===== src/rtl/coletor_senha_if.sv =====
// Packed-password type and the keypad/verifier bus between the collector,
// the keypad decoder and the password verifier.
package coletor_senha_pkg;
    typedef struct packed {
        logic [19:0][3:0] digits;
    } senhaPac_t;
endpackage

interface coletor_senha_if;
    import coletor_senha_pkg::*;

    logic       key_valid;
    logic [3:0] key_code;
    logic       done;
    logic       senha_ok;
    senhaPac_t  senha_teste;
    logic       valid_out;
    logic [4:0] digit_count;
    logic       busy;
    logic       result_ok;
    logic       result_fail;
    logic       timeout_evt;

    modport master (
        output key_valid, key_code, done, senha_ok,
        input  senha_teste, valid_out, digit_count, busy,
               result_ok, result_fail, timeout_evt
    );

    modport slave (
        input  key_valid, key_code, done, senha_ok,
        output senha_teste, valid_out, digit_count, busy,
               result_ok, result_fail, timeout_evt
    );
endinterface


===== src/rtl/coletor_senha.sv =====
// Keypad password collector: packs digits in entry order, hands the entry to
// the verifier on '#', reports the verdict and discards stale partial entries.
//
// state   | meaning
// --------+--------------------------------------------
// IDLE    | buffer empty, waiting for first digit
// COLETA  | collecting digits, inactivity timer running
// ENVIA   | valid_out asserted for one cycle
// AGUARDA | entry frozen, waiting for verifier done
module coletor_senha
    import coletor_senha_pkg::*;
#(
    parameter int TIMEOUT_CYCLES = 50_000_000,
    parameter int MIN_DIGITS     = 4
) (
    input  logic            clk,
    input  logic            rst,
    coletor_senha_if.slave  bus
);
    localparam int             CW   = $clog2(TIMEOUT_CYCLES);
    localparam logic [CW-1:0]  TERM = CW'(TIMEOUT_CYCLES - 1);
    localparam logic [4:0]     MIND = 5'(MIN_DIGITS);

    typedef enum logic [1:0] {IDLE, COLETA, ENVIA, AGUARDA} state_t;

    state_t         state, state_nx;
    senhaPac_t      buf_q, buf_nx;
    logic [4:0]     cnt_q, cnt_nx;
    logic [CW-1:0]  tmr_q, tmr_nx;
    logic           valid_q, valid_nx;
    logic           busy_q, busy_nx;
    logic           ok_q, ok_nx;
    logic           fail_q, fail_nx;
    logic           tout_q, tout_nx;

    logic is_digit, is_clear, is_confirm;

    assign is_digit   = bus.key_valid && (bus.key_code <= 4'd9);
    assign is_clear   = bus.key_valid && (bus.key_code == 4'hA);
    assign is_confirm = bus.key_valid && (bus.key_code == 4'hB);

    always_ff @(posedge clk or posedge rst) begin
        if (rst) begin
            state   <= IDLE;
            buf_q   <= '1;
            cnt_q   <= '0;
            tmr_q   <= '0;
            valid_q <= 1'b0;
            busy_q  <= 1'b0;
            ok_q    <= 1'b0;
            fail_q  <= 1'b0;
            tout_q  <= 1'b0;
        end else begin
            state   <= state_nx;
            buf_q   <= buf_nx;
            cnt_q   <= cnt_nx;
            tmr_q   <= tmr_nx;
            valid_q <= valid_nx;
            busy_q  <= busy_nx;
            ok_q    <= ok_nx;
            fail_q  <= fail_nx;
            tout_q  <= tout_nx;
        end
    end

    always_comb begin
        state_nx = state;
        buf_nx   = buf_q;
        cnt_nx   = cnt_q;
        tmr_nx   = '0;
        valid_nx = 1'b0;
        ok_nx    = 1'b0;
        fail_nx  = 1'b0;
        tout_nx  = 1'b0;

        unique case (state)
            IDLE: begin
                if (is_digit) begin
                    for (int i = 0; i < 20; i++)
                        if (cnt_q == 5'(i)) buf_nx.digits[i] = bus.key_code;
                    cnt_nx   = cnt_q + 5'd1;
                    state_nx = COLETA;
                end
            end
            COLETA: begin
                if (is_digit) begin
                    // A full buffer keeps the most recent 20 digits.
                    if (cnt_q == 5'd20) begin
                        buf_nx.digits = {bus.key_code, buf_q.digits[19:1]};
                    end else begin
                        for (int i = 0; i < 20; i++)
                            if (cnt_q == 5'(i)) buf_nx.digits[i] = bus.key_code;
                        cnt_nx = cnt_q + 5'd1;
                    end
                end else if (is_clear) begin
                    buf_nx   = '1;
                    cnt_nx   = '0;
                    state_nx = IDLE;
                end else if (is_confirm) begin
                    if (cnt_q >= MIND) begin
                        valid_nx = 1'b1;
                        state_nx = ENVIA;
                    end else begin
                        buf_nx   = '1;
                        cnt_nx   = '0;
                        fail_nx  = 1'b1;
                        state_nx = IDLE;
                    end
                end else if (tmr_q == TERM) begin
                    buf_nx   = '1;
                    cnt_nx   = '0;
                    tout_nx  = 1'b1;
                    state_nx = IDLE;
                end else begin
                    tmr_nx = (tmr_q == '1) ? tmr_q : tmr_q + 1'b1;
                end
            end
            ENVIA: begin
                state_nx = AGUARDA;
            end
            AGUARDA: begin
                if (bus.done) begin
                    ok_nx    = bus.senha_ok;
                    fail_nx  = !bus.senha_ok;
                    buf_nx   = '1;
                    cnt_nx   = '0;
                    state_nx = IDLE;
                end
            end
            default: state_nx = IDLE;
        endcase

        busy_nx = (state_nx == ENVIA) || (state_nx == AGUARDA);
    end

    assign bus.senha_teste = buf_q;
    assign bus.digit_count = cnt_q;
    assign bus.valid_out   = valid_q;
    assign bus.busy        = busy_q;
    assign bus.result_ok   = ok_q;
    assign bus.result_fail = fail_q;
    assign bus.timeout_evt = tout_q;
endmodule


===== src/flat_wrapper.sv =====
// flat-port wrapper written by rule: the top's interface ports become plain ports
module coletor_senha_flat import coletor_senha_pkg::*;
#(
    parameter int TIMEOUT_CYCLES = 50_000_000,
    parameter int MIN_DIGITS     = 4
)
  (clk, rst, bus_key_valid, bus_key_code, bus_done, bus_senha_ok, bus_senha_teste, bus_valid_out, bus_digit_count, bus_busy, bus_result_ok, bus_result_fail, bus_timeout_evt);
  coletor_senha_if bus_i ();
  input  logic clk;
  input  logic rst;
  input wire logic [$bits(bus_i.key_valid)-1:0] bus_key_valid;
  input wire logic [$bits(bus_i.key_code)-1:0] bus_key_code;
  input wire logic [$bits(bus_i.done)-1:0] bus_done;
  input wire logic [$bits(bus_i.senha_ok)-1:0] bus_senha_ok;
  output wire logic [$bits(bus_i.senha_teste)-1:0] bus_senha_teste;
  output wire logic [$bits(bus_i.valid_out)-1:0] bus_valid_out;
  output wire logic [$bits(bus_i.digit_count)-1:0] bus_digit_count;
  output wire logic [$bits(bus_i.busy)-1:0] bus_busy;
  output wire logic [$bits(bus_i.result_ok)-1:0] bus_result_ok;
  output wire logic [$bits(bus_i.result_fail)-1:0] bus_result_fail;
  output wire logic [$bits(bus_i.timeout_evt)-1:0] bus_timeout_evt;
  assign bus_i.key_valid = bus_key_valid;
  assign bus_i.key_code = bus_key_code;
  assign bus_i.done = bus_done;
  assign bus_i.senha_ok = bus_senha_ok;
  assign bus_senha_teste = bus_i.senha_teste;
  assign bus_valid_out = bus_i.valid_out;
  assign bus_digit_count = bus_i.digit_count;
  assign bus_busy = bus_i.busy;
  assign bus_result_ok = bus_i.result_ok;
  assign bus_result_fail = bus_i.result_fail;
  assign bus_timeout_evt = bus_i.timeout_evt;
  coletor_senha #(.TIMEOUT_CYCLES(TIMEOUT_CYCLES), .MIN_DIGITS(MIN_DIGITS)) u_core (.clk(clk), .rst(rst), .bus(bus_i));
endmodule

===== config.mk =====
export PLATFORM = sky130hd
export DESIGN_NAME = coletor_senha_flat
export DESIGN_NICKNAME = d
export VERILOG_FILES = /design/src/rtl/coletor_senha_if.sv /design/src/rtl/coletor_senha.sv /design/src/flat_wrapper.sv
export SDC_FILE = /design/constraint.sdc
export NUM_CORES = 1
export LEC_CHECK = 0
export BUFFER_PORTS_ARGS = -buffer_cell sky130_fd_sc_hd__buf_2
export CORE_UTILIZATION = 40
export CTS_CLUSTER_DIAMETER = 100
export CTS_CLUSTER_SIZE = 40
export DETAILED_ROUTE_END_ITERATION = 8
export HOLD_SLACK_MARGIN = 0.02
export PLACE_DENSITY_LB_ADDON = 0.05
export SLEW_MARGIN = 20
export SYNTH_ARGS = -nofsm -noshare
export SYNTH_HDL_FRONTEND = slang
export SYNTH_SLANG_ARGS = --single-unit

===== constraint.sdc =====
create_clock -name clk -period 4 [get_ports clk]
set_clock_uncertainty 0.15 [all_clocks]
set_input_delay 0.6 -clock clk [delete_from_list [all_inputs] [get_ports clk]]
set_output_delay 0.6 -clock clk [all_outputs]
set_load 0.1 [all_outputs]

# Yosys cells after proc, flatten, opt, wreduce, memory -nomap -nowiden
# Index checks and enable logic that the tools add are counted.
dict set report totals {
  output_inout_bits 90
  ff_bits 118
  elab_cells 147
  input_bits 9
}
dict set report classes {
  n_mux 70
  n_addsub 2
  n_lt_le_gt_ge 2
  n_eq_ne 35
  reduce_logical 10
}
# op count
set ops {}
lappend ops {{$mux 80} 8}
lappend ops {{$pmux 80 s3} 1}
lappend ops {{$mux 26} 6}
lappend ops {{$mux 4} 20}
lappend ops {{$eq 26x26->1 const B} 2}
lappend ops {{$eq 5x4->1 const B} 8}
lappend ops {{$mux 5} 8}
lappend ops {{$add 26x1->26 const B} 1}
lappend ops {{$eq 5x5->1 const B} 5}
lappend ops {{$eq 5x3->1 const B} 4}
lappend ops {{$mux 1} 17}
lappend ops {{$pmux 5 s3} 1}
lappend ops {{$mux 2} 7}
lappend ops {{$eq 5x2->1 const B} 2}
lappend ops {{$eq 2x2->1 const B} 4}
lappend ops {{$eq 4x4->1 const B} 2}
lappend ops {{$pmux 2 s4} 1}
lappend ops {{$ne 6x2->1 const B} 1}
lappend ops {{$reduce_and 6->1} 1}
lappend ops {{$add 5x1->5 const B} 1}
lappend ops {{$eq 5x1->1 const B} 1}
lappend ops {{$ge 5x3->1 const B} 1}
lappend ops {{$logic_not 5->1} 1}
lappend ops {{$ne 5x1->1 const B} 1}
lappend ops {{other kinds (13)} 15}

# Depth between registers and ports, before layout
# Gate-level depths: netlist (run 1).
dict set report logic_depth {
  depth_word 8
  ltp_mapped 10
  mapped_depth_nobuf 7
}

# Least setup slack after synthesis (run 1)
# OpenSTA, ideal clock, no wires.
dict set report synth_timing {
  kind {reg-to-reg}
  from {reg u_core.cnt_q[1] (netlist: u_core.bus.digit_count[1])}
  to {reg u_core.buf_q (netlist bit u_core.bus.senha_teste[33])}
  stages_incl_launch_ff 9
  setup_slack_ns 1.113
  t_required_ns 3.763
  n_path_buf 2
  t_arrival_ns 2.650
  cell_sequence {dfrtp_1 inv_1 ha_1 nand2_1 nor4b_2 buf_2 clkbuf_1 o221ai_1 o2bb2ai_1}
}
dict set report synth_between {
  elab_chain_cells 5
  elab_cells_between_ends 10
  classes_between {order compare (1); eq/ne (3); mux (5); reduce/logical (1)}
}
# item line_no
set synth_lines {}
lappend synth_lines {{start, declared} coletor_senha.sv:28} ;# logic [4:0] cnt_q, cnt_nx;
lappend synth_lines {{start signal, assigned} coletor_senha.sv:56} ;# cnt_q <= cnt_nx;
lappend synth_lines {{parallel branches: the longest is 5 deep, another holds $ge 5x3->1} -}
lappend synth_lines {{end signal, assigned} coletor_senha.sv:55} ;# buf_q <= buf_nx;
lappend synth_lines {{end, declared} coletor_senha.sv:27} ;# senhaPac_t buf_q, buf_nx;
# Several ways; the timed one is not identified. The select of a mux whose other input is x is not followed.
# A chain may end at the register's enable or synchronous reset.

# Worst setup path in the final report (run 1)
dict set report layout_timing {
  from {reg u_core.tmr_q[8]}
  to {reg u_core.buf_q (netlist bit u_core.bus.senha_teste[53])}
}
dict set report layout_between {
  elab_chain_cells 3
}
# item line_no
set layout_lines {}
lappend layout_lines {{start, declared} coletor_senha.sv:29} ;# logic [CW-1:0] tmr_q, tmr_nx;
lappend layout_lines {{start signal, assigned} coletor_senha.sv:57} ;# tmr_q <= tmr_nx;
lappend layout_lines {{$eq 26x26->1} coletor_senha.sv:109} ;# end else if (tmr_q == TERM) begin
lappend layout_lines {{$ne 5x1->1 (no source line)} -}
lappend layout_lines {{$reduce_and 5->1 (no source line)} -}
# No other way between the ends.

==> results of run 1 <==
==> cells in the final DEF (no fill, tap or decap), types with 7 or more instances in the layout <==
| cell | n |
|---|---|
| o21ai_0 | 21 |
| buf_4 | 14 |
| o211ai_1 | 8 |
| buf_2 | 98 |
| and2_1 | 9 |
| nand2_1 | 28 |
| a211oi_1 | 16 |
| xor2_1 | 10 |
| nand4_1 | 7 |
| o221ai_1 | 10 |
| nand3_1 | 15 |
| mux2_4 | 10 |
| a221oi_1 | 59 |
| dfstp_2 | 80 |
| nor2b_1 | 13 |
| nor2_1 | 47 |
| a21oi_1 | 12 |
| dfrtp_1 | 38 |
| clkbuf_16 | 17 |
| o2bb2ai_1 | 57 |
| and3_1 | 11 |
==> logic make-up (layout without fill, tap and decap cells) <==
family	count (synthesis)	count (layout)
XOR/XNOR	14	14
adder cells (fa/ha/maj)	6	6
AO/OA/AOI/OAI	231	231
AND/OR/NAND/NOR	174	174
buffers and inverters	62	154
multiplexers	21	21
flip-flops	118	118
==> worst register-to-register path, cell delays in order (launching register included) <==
cell     delay, ns
dfrtp_1       0.41
or4b_1        0.63
nor4_4        0.34
a21oi_2       0.21
a21oi_4       0.73
mux2_2        0.43
==> registers in the layout, summed over array words and instances, names as in the netlist, 2 cells and up <==
name and flops:
u_core.tmr_q 26, u_core.bus.senha_teste 80, u_core.state 2, u_core.bus.digit_count 5
==> metrics by stage <==
step | util, % | total power (W)
6_report | 48.1 | 0.00588
5_1_grt | 48.1 | 0.00610
4_1_cts | 48.1 | 0.00591
3_5_place_dp | 44.9 | 0.00450
3_3_place_gp | 44.9 | 0.00449
2_1_floorplan | - | 0.00403
==> synth_stat cells (4+ instances only) <==
cell type	n
inv_1	7
o31ai_1	4
or4_1	5
and2_1	9
mux2i_1	4
xnor2_1	4
o221ai_2	4
nor2b_1	13
o221ai_1	10
mux2_4	10
dfstp_2	80
o211ai_1	8
buf_6	6
ha_1	6
xor2_1	10
and3_1	11
a21oi_1	12
a21o_1	6
nand3_1	15
o2bb2ai_1	57
nor4bb_1	6
nand4_1	7
clkbuf_1	37
o22a_1	4
a211o_2	4
nand2b_1	5
a211oi_1	16
nor3_1	6
nand2_1	28
buf_2	9
dfrtp_1	38
nor2_1	47
o21ai_0	21
a221oi_1	59
mux2_2	4
==> final timing paths <==
path / startpoint / end / slack [ns] / depth (start not counted)
min in group clk: bus_senha_ok / u_core.bus.result_ok$_DFF_PP0_ / 0.27 / 2
worst max register to register: u_core.tmr_q[8]$_DFFE_PP0P_ / u_core.bus.senha_teste[53]$_DFFE_PP1P_ / 1.02 / 5
max in group asynchronous: rst / u_core.bus.senha_teste[22]$_DFFE_PP1P_ / 2.67 / 3
worst min register to register: u_core.bus.senha_teste[3]$_DFFE_PP1P_ / u_core.bus.senha_teste[3]$_DFFE_PP1P_ / 0.33 / 1
worst max-delay path: u_core.tmr_q[8]$_DFFE_PP0P_ / u_core.bus.senha_teste[53]$_DFFE_PP1P_ / 1.02 / 5
worst min-delay path: rst / u_core.bus.digit_count[4]$_DFFE_PP0P_ / 0.20 / 2
==> report_power, final <==
part / internal [W] / total (W) / switching [W]
logic: 0.000536 / 0.00271 / 0.00218
clock network: 0.000845 / 0.00138 / 0.000536
registers: 0.00154 / 0.00179 / 0.000248
==> per-layer routing <==
layer | GRT usage [%] | share of wire, % | vias up
met2 | 34.7 | 44 | 216
met4 | 6.91 | 1.1 | 0
li1 | - | - | 2652
met3 | 3.81 | 5.4 | 19
met1 | 36.7 | 50 | 2942
met5 | 0 | 0 | -
==> area by class of cell <==
class | instances | area (um^2) | area share, %
tap | 220 | 275 | 3.46
sequential | 118 | 3050 | 38.4
multi-input combinational | 446 | 3410 | 42.9
inverter | 7 | 28.8 | 0.362
clock buffer | 22 | 444 | 5.59
clock inverter | 10 | 81.3 | 1.02
timing repair buffer | 115 | 656 | 8.25
==> summary.json, run 1 <==
{
  "finalNonFillerCells": 938,
  "synth_compound_gate_area_share_pct": 28.3,
  "detail_route.wirelength_um": 20500,
  "htree_levels": 4,
  "start_util_pct": 40.8,
  "min_period_ns": 2.98,
  "critical_path_required_ns": 4.19,
  "fraction_of_post_synthesis_cell_area_in_the_top_cell_type_by_area_pct": 31.2,
  "synth_seq_cells": 118,
  "die_x_um": 132,
  "drive_above_1_share_pct": 36.8,
  "number_of_antenna_violations_at_the_first_check_in_global_routing": 0,
  "dominantRegCellSynth": "dfstp_2",
  "cts_num_sinks": 118,
  "synthesis.area_mm2": 0.00675,
  "synth-edff-count": 0,
  "synth_nets": 641,
  "drt_iter0_drc": 408,
  "first_global_vias": 5537,
  "global_route.overflow_total": 0,
  "final_design_area_no_fill_mm2": 0.00795,
  "i_o_pin_count": 99,
  "die-height_um": 132,
  "drt-wirelength-per-cell_um": 21.9,
  "hpwlAfterDp_um": 13500,
  "worst-path-buf-inv": 0,
  "coreArea_mm2": 0.0165,
  "crit_path_max_incr_delay_ns": 0.72,
  "async_flop_share_pct": 100,
  "outcome": "completed",
  "drt-vias-per-instance": 6.21,
  "power.ir.vdd_worst_mv": 0.598,
  "dominant_combinational_cell_family_by_area_after_synthesis": "compound AO/OA/AOI/OAI gates",
  "finalSetupViolCount": 0,
  "yosys.area_share.simple_pct": 15.0,
  "synth.mux.area_fraction_pct": 3.99,
  "first_pass_grt_wire_length_um": 32500,
  "holdWs_ns": 0.200,
  "synth_largest_area_cell": "dfstp_2",
  "critPathSlowestCell": "a21oi_4",
  "antenna_cells": 0,
  "layout.filler_cells": 1553,
  "synth_xor_area_share_pct": 1.82,
  "syn_area_per_cell_um2": 10.8,
  "clkTransAtPathRegs_ns": 0.05,
  "maximum_fanout_count_along_the_critical_path": 21,
  "timing_hold_violations_final": 0,
  "critical_path.endpoint_type": "register",
  "report.final.slew_viol_count": 0,
  "detailedPlace.worstSlack_ns": 0.821,
  "placed_cells": 906,
  "num-nets-final": 720,
  "worstSetupPathType": "reg -> reg",
  "post-route-drc-count": 0,
  "tritoncts_clock_tree": "built",
  "synthTopCellsByArea": "dfstp_2 31%, dfrtp_1 14%, a221oi_1 7.7%",
  "crit_path_start_kind": "register",
  "postCtsSetupBuffers": 0,
  "core.rowCount": 47,
  "postCtsResizedCells": 0,
  "path_delay_family": "simple AND/OR/NAND/NOR gates",
  "final_replace_weighted_congestion": 0.822,
  "seq_area_frac_synth_pct": 45.3,
  "worst_pin_slew_ns": 0.958,
  "drv.max_cap_violation_count": 0,
  "power_per_cell_area_mw_per_mm2": 740,
  "grt_start_max_net_pins": 86,
  "grt_setup_unrepaired": "false",
  "clock_tree.buffer_depth": 2,
  "fmaxAchievable_mhz": 336,
  "leakagePower_nw": 3.02,
  "crit_chain": "or4b_1 > nor4_4 > a21oi_2 > a21oi_4 > mux2_2",
  "cp.arrival_ns": 3.17,
  "cts_hold_buf": 0,
  "arithmetic_cell_share_of_the_synthesized_area_counting_full_adders_half_adders_and_majority_gates_pct": 1.11,
  "clock_insertion_delay_worst_skew_ns": 0.42,
  "die_outline_area_mm2": 0.0174,
  "drt_first_pass_iters": 5,
  "grt.total_usage_pct": 24.0,
  "final_min_period_over_clock_period_pct": 74.5,
  "routed-via-count": 5829,
  "ys_types": 73,
  "fin_tns_setup_ns": 0,
  "class_of_the_tightest_hold_or_removal_check": "in -> async",
  "areaGrowthSynthToFinish_pct": 17.9,
  "postSynthCellCount": 626,
  "numCtsBuffers": 17,
  "worst_slack_ns": 1.02,
  "clk_root_buffer_cell": "clkbuf_16",
  "yosysWarnings": 0,
  "ant_nets": 0,
  "worst_slew_margin_rel_pct": 36.0,
  "placement.io_buffers": 98,
  "dpl_cell_area_mm2": 0.00743
}
Note: power is estimated with default switching activity, not from simulation.
==> run 2: changes to the inputs <==
==> constraint.sdc (replaced) <==
create_clock -name clk -period 2.6 [get_ports clk]
set_clock_uncertainty 0.15 [all_clocks]
set_input_delay 0.39 -clock clk [delete_from_list [all_inputs] [get_ports clk]]
set_output_delay 0.39 -clock clk [all_outputs]
set_load 0.1 [all_outputs]
==> summary.json, run 2 (synthesis gave the netlist of run 1 again) <==
{
  "dpl_cell_area": {"value": 0.00770, "unit": "mm^2", "change": "+3.7%"},
  "num-nets-final": {"value": 752, "change": "+4.4%"},
  "routed-via-count": {"value": 5881, "change": "+0.89%"},
  "outcome": "completed",
  "fmaxAchievable": {"value": 407, "unit": "MHz", "change": "+21%"},
  "cp.arrival": {"value": 2.64, "unit": "ns", "change": "-0.53 ns"},
  "first_pass_grt_wire_length": {"value": 32800, "unit": "um", "change": "+0.98%"},
  "most_heavily_used_metal_layer_in_global_routing": "met1",
  "ff2ff_path_depth": {"value": 6, "change": "+1"},
  "first_global_vias": {"value": 5670, "change": "+2.4%"},
  "critical_path.endpoint_type": "register",
  "leakagePower": {"value": 3.19, "unit": "nW", "change": "+5.3%"},
  "ff2ff_setup_slack": {"value": 0.14, "unit": "ns", "change": "-0.88 ns"},
  "grt_start_max_net_pins": {"value": 119, "change": "+38%"},
  "start_util": {"value": 40.8, "unit": "%", "change": "unchanged"},
  "die_x": {"value": 132, "unit": "um", "change": "unchanged"},
  "numCtsBuffers": {"value": 17, "change": "unchanged"},
  "cts_num_sinks": {"value": 118, "change": "unchanged"},
  "worstSetupPathType": "reg -> reg",
  "worst_slew_margin_rel": {"value": 39.1, "unit": "%", "change": "+3.1 points"},
  "report.final.slew_viol_count": {"value": 0, "change": "unchanged"},
  "power_per_cell_area": {"value": 1120, "unit": "mW/mm^2", "change": "+51%"},
  "clkTransAtPathRegs": {"value": 0.05, "unit": "ns", "change": "about the same"},
  "grt.total_usage": {"value": 24.2, "unit": "%", "change": "+0.16 points"},
  "worstSetupPathDepth": {"value": 6, "change": "+1"},
  "drt-vias-per-instance": {"value": 6.06, "change": "-2.4%"},
  "clock_tree.buffer_depth": {"value": 2, "change": "unchanged"},
  "core.rowCount": {"value": 47, "change": "unchanged"},
  "placement.io_buffers": {"value": 98, "change": "unchanged"},
  "die-height": {"value": 132, "unit": "um", "change": "unchanged"},
  "drt-wirelength-per-cell": {"value": 21.0, "unit": "um", "change": "-4.2%"},
  "maximum_fanout_count_along_the_critical_path": {"value": 8, "change": "-62%"},
  "drive_above_1_share": {"value": 40.5, "unit": "%", "change": "+3.8 points"},
  "antenna_cells": {"value": 0, "change": "unchanged"},
  "finalSetupViolCount": {"value": 0, "change": "unchanged"},
  "crit_path_start_kind": "register",
  "detail_route.wirelength": {"value": 20400, "unit": "um", "change": "-0.94%"},
  "worst_pin_slew": {"value": 0.913, "unit": "ns", "change": "-0.0440 ns"},
  "critical_path_required": {"value": 2.79, "unit": "ns", "change": "-1.40 ns"},
  "clock_insertion_delay_worst_skew": {"value": 0.42, "unit": "ns", "change": "about the same"},
  "largest_register_ff_count": {"value": 80, "change": "unchanged"},
  "commonest_non_fill_non_tap_cell_in_the_layout": "buf_2",
  "i_o_pin_count": {"value": 99, "change": "unchanged"},
  "grtUsageMet1": {"value": 36.5, "unit": "%", "change": "-0.23 points"},
  "clk_root_buffer_cell": "clkbuf_16",
  "fin_tns_setup": {"value": 0, "unit": "ns", "change": "unchanged"},
  "critPathSlowestCell": "or4b_4",
  "htree_levels": {"value": 4, "change": "unchanged"},
  "crit_start": "u_core.tmr_q[10]$_DFFE_PP0P_",
  "r2r_start": "u_core.tmr_q[10]$_DFFE_PP0P_",
  "final_design_area_no_fill": {"value": 0.00825, "unit": "mm^2", "change": "+3.7%"},
  "final_replace_weighted_congestion": {"value": 0.845, "change": "+2.7%"},
  "hpwlAfterDp": {"value": 13800, "unit": "um", "change": "+2.5%"},
  "path_delay_family": "simple AND/OR/NAND/NOR gates",
  "power.ir.vdd_worst": {"value": 0.962, "unit": "mV", "change": "+61%"},
  "crit_chain": "or4b_4 > nor4_4 > a21o_1 > buf_4 > o221ai_1 > o2bb2ai_1",
  "min_period": {"value": 2.46, "unit": "ns", "change": "-0.524 ns"},
  "most-common-layout-cells": "98 x buf_2, 80 x dfstp_2, 59 x a221oi_1",
  "class_of_the_tightest_hold_or_removal_check": "in -> async",
  "grt_setup_unrepaired": "true",
  "crit_path_max_incr_delay": {"value": 0.56, "unit": "ns", "change": "-0.16 ns"},
  "final_min_period_over_clock_period": {"value": 94.4, "unit": "%", "change": "+20 points"},
  "timing_hold_violations_final": {"value": 0, "change": "unchanged"},
  "coreArea": {"value": 0.0165, "unit": "mm^2", "change": "unchanged"},
  "groute.layer.met3.usage": {"value": 4.61, "unit": "%", "change": "+0.81 points"},
  "worst-path-buf-inv": {"value": 1, "change": "+1"},
  "drt_iter0_drc": {"value": 411, "change": "+0.74%"},
  "met2_usage": {"value": 34.5, "unit": "%", "change": "-0.21 points"},
  "drt_first_pass_iters": {"value": 8, "change": "+3"},
  "post-route-drc-count": {"value": 0, "change": "unchanged"},
  "areaGrowthSynthToFinish_pct": 22.2,
  "ant_nets": {"value": 0, "change": "unchanged"},
  "tritoncts_clock_tree": "built",
  "die_outline_area": {"value": 0.0174, "unit": "mm^2", "change": "unchanged"},
  "global_route.overflow_total": {"value": 0, "change": "unchanged"},
  "drv.max_cap_violation_count": {"value": 0, "change": "unchanged"},
  "number_of_antenna_violations_at_the_first_check_in_global_routing": {"value": 0, "change": "unchanged"}
}
run 2: cell types whose count changed in the layout (fill, tap and decap cells not counted), sizes merged:
cell,change
clkinvlp,+1
inv,-2
clkbuf,+2
buf,+32
bufinv,-1
run 2: through the flow:
stage / hold WS [ns] / total power (W) / setup WS, ns / std cells / util, %
after CTS: 0.0446 / 0.00924 / 0.181 / 970 / 49.9
after detailed placement: 0.330 / 0.00706 / 0.147 / 938 / 46.6
final: 0.0223 / 0.00921 / 0.145 / 970 / 49.9
after global routing: 0.0599 / 0.00956 / -0.00855 / 970 / 49.9
after floorplan: 0.369 / 0.00622 / 0.0207 / 626 / -
after global placement: 0.323 / 0.00704 / 0.202 / 938 / 46.6
run 2: worst paths after layout:
path                                                    endpoint
max in group asynchronous  u_core.bus.digit_count[2]$_DFFE_PP0P_
min in group clk                  u_core.bus.result_ok$_DFF_PP0_
max                        u_core.bus.senha_teste[2]$_DFFE_PP1P_
min reg2reg                u_core.bus.senha_teste[3]$_DFFE_PP1P_
max reg2reg                u_core.bus.senha_teste[2]$_DFFE_PP1P_
min                               u_core.bus.valid_out$_DFF_PP0_
run 2: area by class of cell:
class / instances / area, um^2
Clock inverter: 8 / 48.8
Timing Repair Buffer: 147 / 921
Multi-Input combinational cell: 446 / 3420
Inverter: 7 / 30.0
Sequential cell: 118 / 3060
Fill cell: 1559 / 8280
Clock buffer: 24 / 492
Tap cell: 220 / 275
run 2: report_power, final:
group	leakage [nW]	internal, W	total [W]	switching, W
registers	1.35	0.00238	0.00270	0.000326
clock network	0.266	0.00131	0.00216	0.000850
logic	1.57	0.000929	0.00435	0.00342
total	3.19	0.00462	0.00921	0.00459
run 2: per-layer routing:
| layer | routed length (um) | part of all wire [%] |
|---|---|---|
| met5 | 0 | 0 |
| met4 | 308 | 1.5 |
| met1 | 10300 | 51 |
| met3 | 961 | 4.7 |
| met2 | 8800 | 43 |
run 2: tightest hold or removal path, cell delays in order:
cell and delay, ns:
buf_2 0.11, clkinvlp_4 0.07, buf_12 0.48
run 2: timing repair:
action                     CTS  global route
buffers inserted             0             0
hold buffers                 0             0
resized for setup            0             1
setup endpoints to repair    0             2
==> run 3: changes to the inputs <==
--- a/config.mk
+++ b/config.mk
@@ -11,6 +11,7 @@
 export CTS_CLUSTER_SIZE = 40
 export DETAILED_ROUTE_END_ITERATION = 8
 export HOLD_SLACK_MARGIN = 0.02
+export MAX_ROUTING_LAYER = met4
 export PLACE_DENSITY_LB_ADDON = 0.05
 export SLEW_MARGIN = 20
 export SYNTH_ARGS = -nofsm -noshare
==> summary.json, run 3 (synthesis gave the netlist of run 1 again) <==
{
  "class_of_the_tightest_hold_or_removal_check": "in -> async",
  "final_min_period_over_clock_period": {"value": 94.8, "unit": "%", "change": "+0.37 points"},
  "numCtsBuffers": {"value": 17, "change": "unchanged"},
  "final_replace_weighted_congestion": {"value": 0.858, "change": "+1.6%"},
  "drive_above_1_share": {"value": 40.5, "unit": "%", "change": "unchanged"},
  "global_route.overflow_total": {"value": 0, "change": "unchanged"},
  "cts_hold_buf": {"value": 0, "change": "unchanged"},
  "die_x": {"value": 132, "unit": "um", "change": "unchanged"},
  "drt_first_pass_iters": {"value": 9, "change": "+1"},
  "drt-wirelength-per-cell": {"value": 21.0, "unit": "um", "change": "about the same"},
  "worstSetupPathType": "reg -> reg",
  "cts_num_sinks": {"value": 118, "change": "unchanged"},
  "i_o_pin_count": {"value": 99, "change": "unchanged"},
  "ant_nets": {"value": 0, "change": "unchanged"},
  "maximum_fanout_count_along_the_critical_path": {"value": 8, "change": "unchanged"},
  "power.ir.vdd_worst": {"value": 0.962, "unit": "mV", "change": "about the same"},
  "final_design_area_no_fill": {"value": 0.00825, "unit": "mm^2", "change": "unchanged"},
  "totalPowerFinal": {"value": 0.00920, "unit": "W", "change": "about the same"},
  "worst_pin_slew": {"value": 0.933, "unit": "ns", "change": "+0.0198 ns"},
  "coreArea": {"value": 0.0165, "unit": "mm^2", "change": "unchanged"},
  "clock_insertion_delay_worst_skew": {"value": 0.42, "unit": "ns", "change": "about the same"},
  "tritoncts_clock_tree": "built",
  "core.rowCount": {"value": 47, "change": "unchanged"},
  "die_outline_area": {"value": 0.0174, "unit": "mm^2", "change": "unchanged"},
  "drv.max_cap_violation_count": {"value": 0, "change": "unchanged"},
  "fmaxAchievable": {"value": 406, "unit": "MHz", "change": "-0.39%"},
  "outcome": "completed",
  "post-route-drc-count": {"value": 0, "change": "unchanged"},
  "antenna_cells": {"value": 0, "change": "unchanged"},
  "finalNonFillerCells": {"value": 970, "change": "unchanged"},
  "detail_route.wirelength": {"value": 20300, "unit": "um", "change": "about the same"},
  "grt_setup_unrepaired": "true",
  "timing_hold_violations_final": {"value": 0, "change": "unchanged"},
  "hpwlAfterDp": {"value": 13800, "unit": "um", "change": "unchanged"},
  "most-common-layout-cells": "98 x buf_2, 80 x dfstp_2, 59 x a221oi_1",
  "start_util": {"value": 40.8, "unit": "%", "change": "unchanged"},
  "clkTransAtPathRegs": {"value": 0.05, "unit": "ns", "change": "about the same"},
  "drt-vias-per-instance": {"value": 6.05, "change": "-0.22%"},
  "num-nets-final": {"value": 752, "change": "unchanged"},
  "postCtsSetupBuffers": {"value": 0, "change": "unchanged"},
  "min_period": {"value": 2.46, "unit": "ns", "change": "+0.00951 ns"},
  "grt_start_max_net_pins": {"value": 119, "change": "unchanged"},
  "dpl_cell_area": {"value": 0.00770, "unit": "mm^2", "change": "unchanged"},
  "finalSetupViolCount": {"value": 0, "change": "unchanged"},
  "die-height": {"value": 132, "unit": "um", "change": "unchanged"},
  "critical_path_required": {"value": 2.79, "unit": "ns", "change": "about the same"},
  "htree_levels": {"value": 4, "change": "unchanged"},
  "postCtsResizedCells": {"value": 0, "change": "unchanged"},
  "power_per_cell_area": {"value": 1120, "unit": "mW/mm^2", "change": "about the same"},
  "routed-via-count": {"value": 5868, "change": "-0.22%"},
  "critPathSlowestCell": "or4b_4",
  "drt_iter0_drc": {"value": 437, "change": "+6.3%"},
  "cp.arrival": {"value": 2.66, "unit": "ns", "change": "+0.02 ns"},
  "crit_chain": "or4b_4 > nor4_4 > a21o_1 > buf_4 > o221ai_1 > o2bb2ai_1",
  "critical_path.endpoint_type": "register",
  "largest_register_ff_count": {"value": 80, "change": "unchanged"},
  "crit_path_start_kind": "register",
  "placement.io_buffers": {"value": 98, "change": "unchanged"},
  "grt.total_usage": {"value": 24.9, "unit": "%", "change": "+0.72 points"},
  "number_of_antenna_violations_at_the_first_check_in_global_routing": {"value": 0, "change": "unchanged"},
  "areaGrowthSynthToFinish": {"value": 22.2, "unit": "%", "change": "unchanged"},
  "layout.filler_cells": {"value": 1559, "change": "unchanged"},
  "commonest_non_fill_non_tap_cell_in_the_layout": "buf_2",
  "first_global_vias": {"value": 5674, "change": "+0.071%"},
  "holdWs": {"value": 0.0190, "unit": "ns", "change": "-0.00333 ns"},
  "worst_slew_margin_rel": {"value": 37.8, "unit": "%", "change": "-1.3 points"},
  "ff2ff_path_depth": {"value": 6, "change": "unchanged"},
  "placed_cells": {"value": 938, "change": "unchanged"},
  "report.final.slew_viol_count": {"value": 0, "change": "unchanged"},
  "clk_root_buffer_cell": "clkbuf_16",
  "clock_tree.buffer_depth": {"value": 2, "change": "unchanged"},
  "leakagePower": {"value": 3.19, "unit": "nW", "change": "unchanged"},
  "crit_path_max_incr_delay": {"value": 0.56, "unit": "ns", "change": "about the same"},
  "first_pass_grt_wire_length": {"value": 32800, "unit": "um", "change": "-0.13%"}
}
-- run 3: cell counts in the layout (fill, tap and decap cells not counted) --
No cell type changed its count.
-- run 3: per-stage QoR --
| stage | setup slack, ns | utilization, % | setup TNS [ns] |
|---|---|---|---|
| after floorplan | 0.0207 | - | 0 |
| after global placement | 0.202 | 46.6 | 0 |
| after detailed placement | 0.147 | 46.6 | 0 |
| after CTS | 0.181 | 49.9 | 0 |
| after global routing | -0.00729 | 49.9 | -0.00729 |
| final | 0.135 | 49.9 | 0 |
-- run 3: path summary, 6_finish.rpt --
path | to | from | slack (ns)
max in group asynchronous | u_core.bus.digit_count[2]$_DFFE_PP0P_ | rst | 1.81
setup / recovery | u_core.bus.senha_teste[2]$_DFFE_PP1P_ | u_core.tmr_q[10]$_DFFE_PP0P_ | 0.14
hold reg to reg | u_core.bus.senha_teste[1]$_DFFE_PP1P_ | u_core.bus.senha_teste[1]$_DFFE_PP1P_ | 0.34
min in group clk | u_core.bus.result_ok$_DFF_PP0_ | bus_senha_ok | 0.06
hold / removal | u_core.bus.valid_out$_DFF_PP0_ | rst | 0.02
setup reg to reg | u_core.bus.senha_teste[2]$_DFFE_PP1P_ | u_core.tmr_q[10]$_DFFE_PP0P_ | 0.14
-- run 3: worst max-delay path: cells and delay by family (launching register included) --
kind	cells	cell delay, ns
compound gates	3	0.70
buf+inv	1	0.22
flops	1	0.42
simple gates	2	0.90
-- run 3: where the power goes --
part	switching [W]	leakage [nW]	internal (W)
logic	0.00342	1.57	0.000930
registers	0.000324	1.35	0.00238
clock network	0.000846	0.266	0.00131
-- run 3: metal layers --
metal	wire (um)	up-vias	global-route usage, %
li1	-	2704	-
met1	10300	2956	36.5
met2	8870	189	34.5
met3	893	19	4.34
met4	269	0	7.82
met5	0	-	-
-- run 3: final cells by class --
class	count	area [um^2]	share of cell area [%]
clock buffers	24	492	5.96
inverters	7	30.0	0.364
well taps	220	275	3.34
multi-input cells	446	3420	41.5
clock inverters	8	48.8	0.592
flip-flops and latches	118	3060	37.1
repair buffers	147	921	11.2
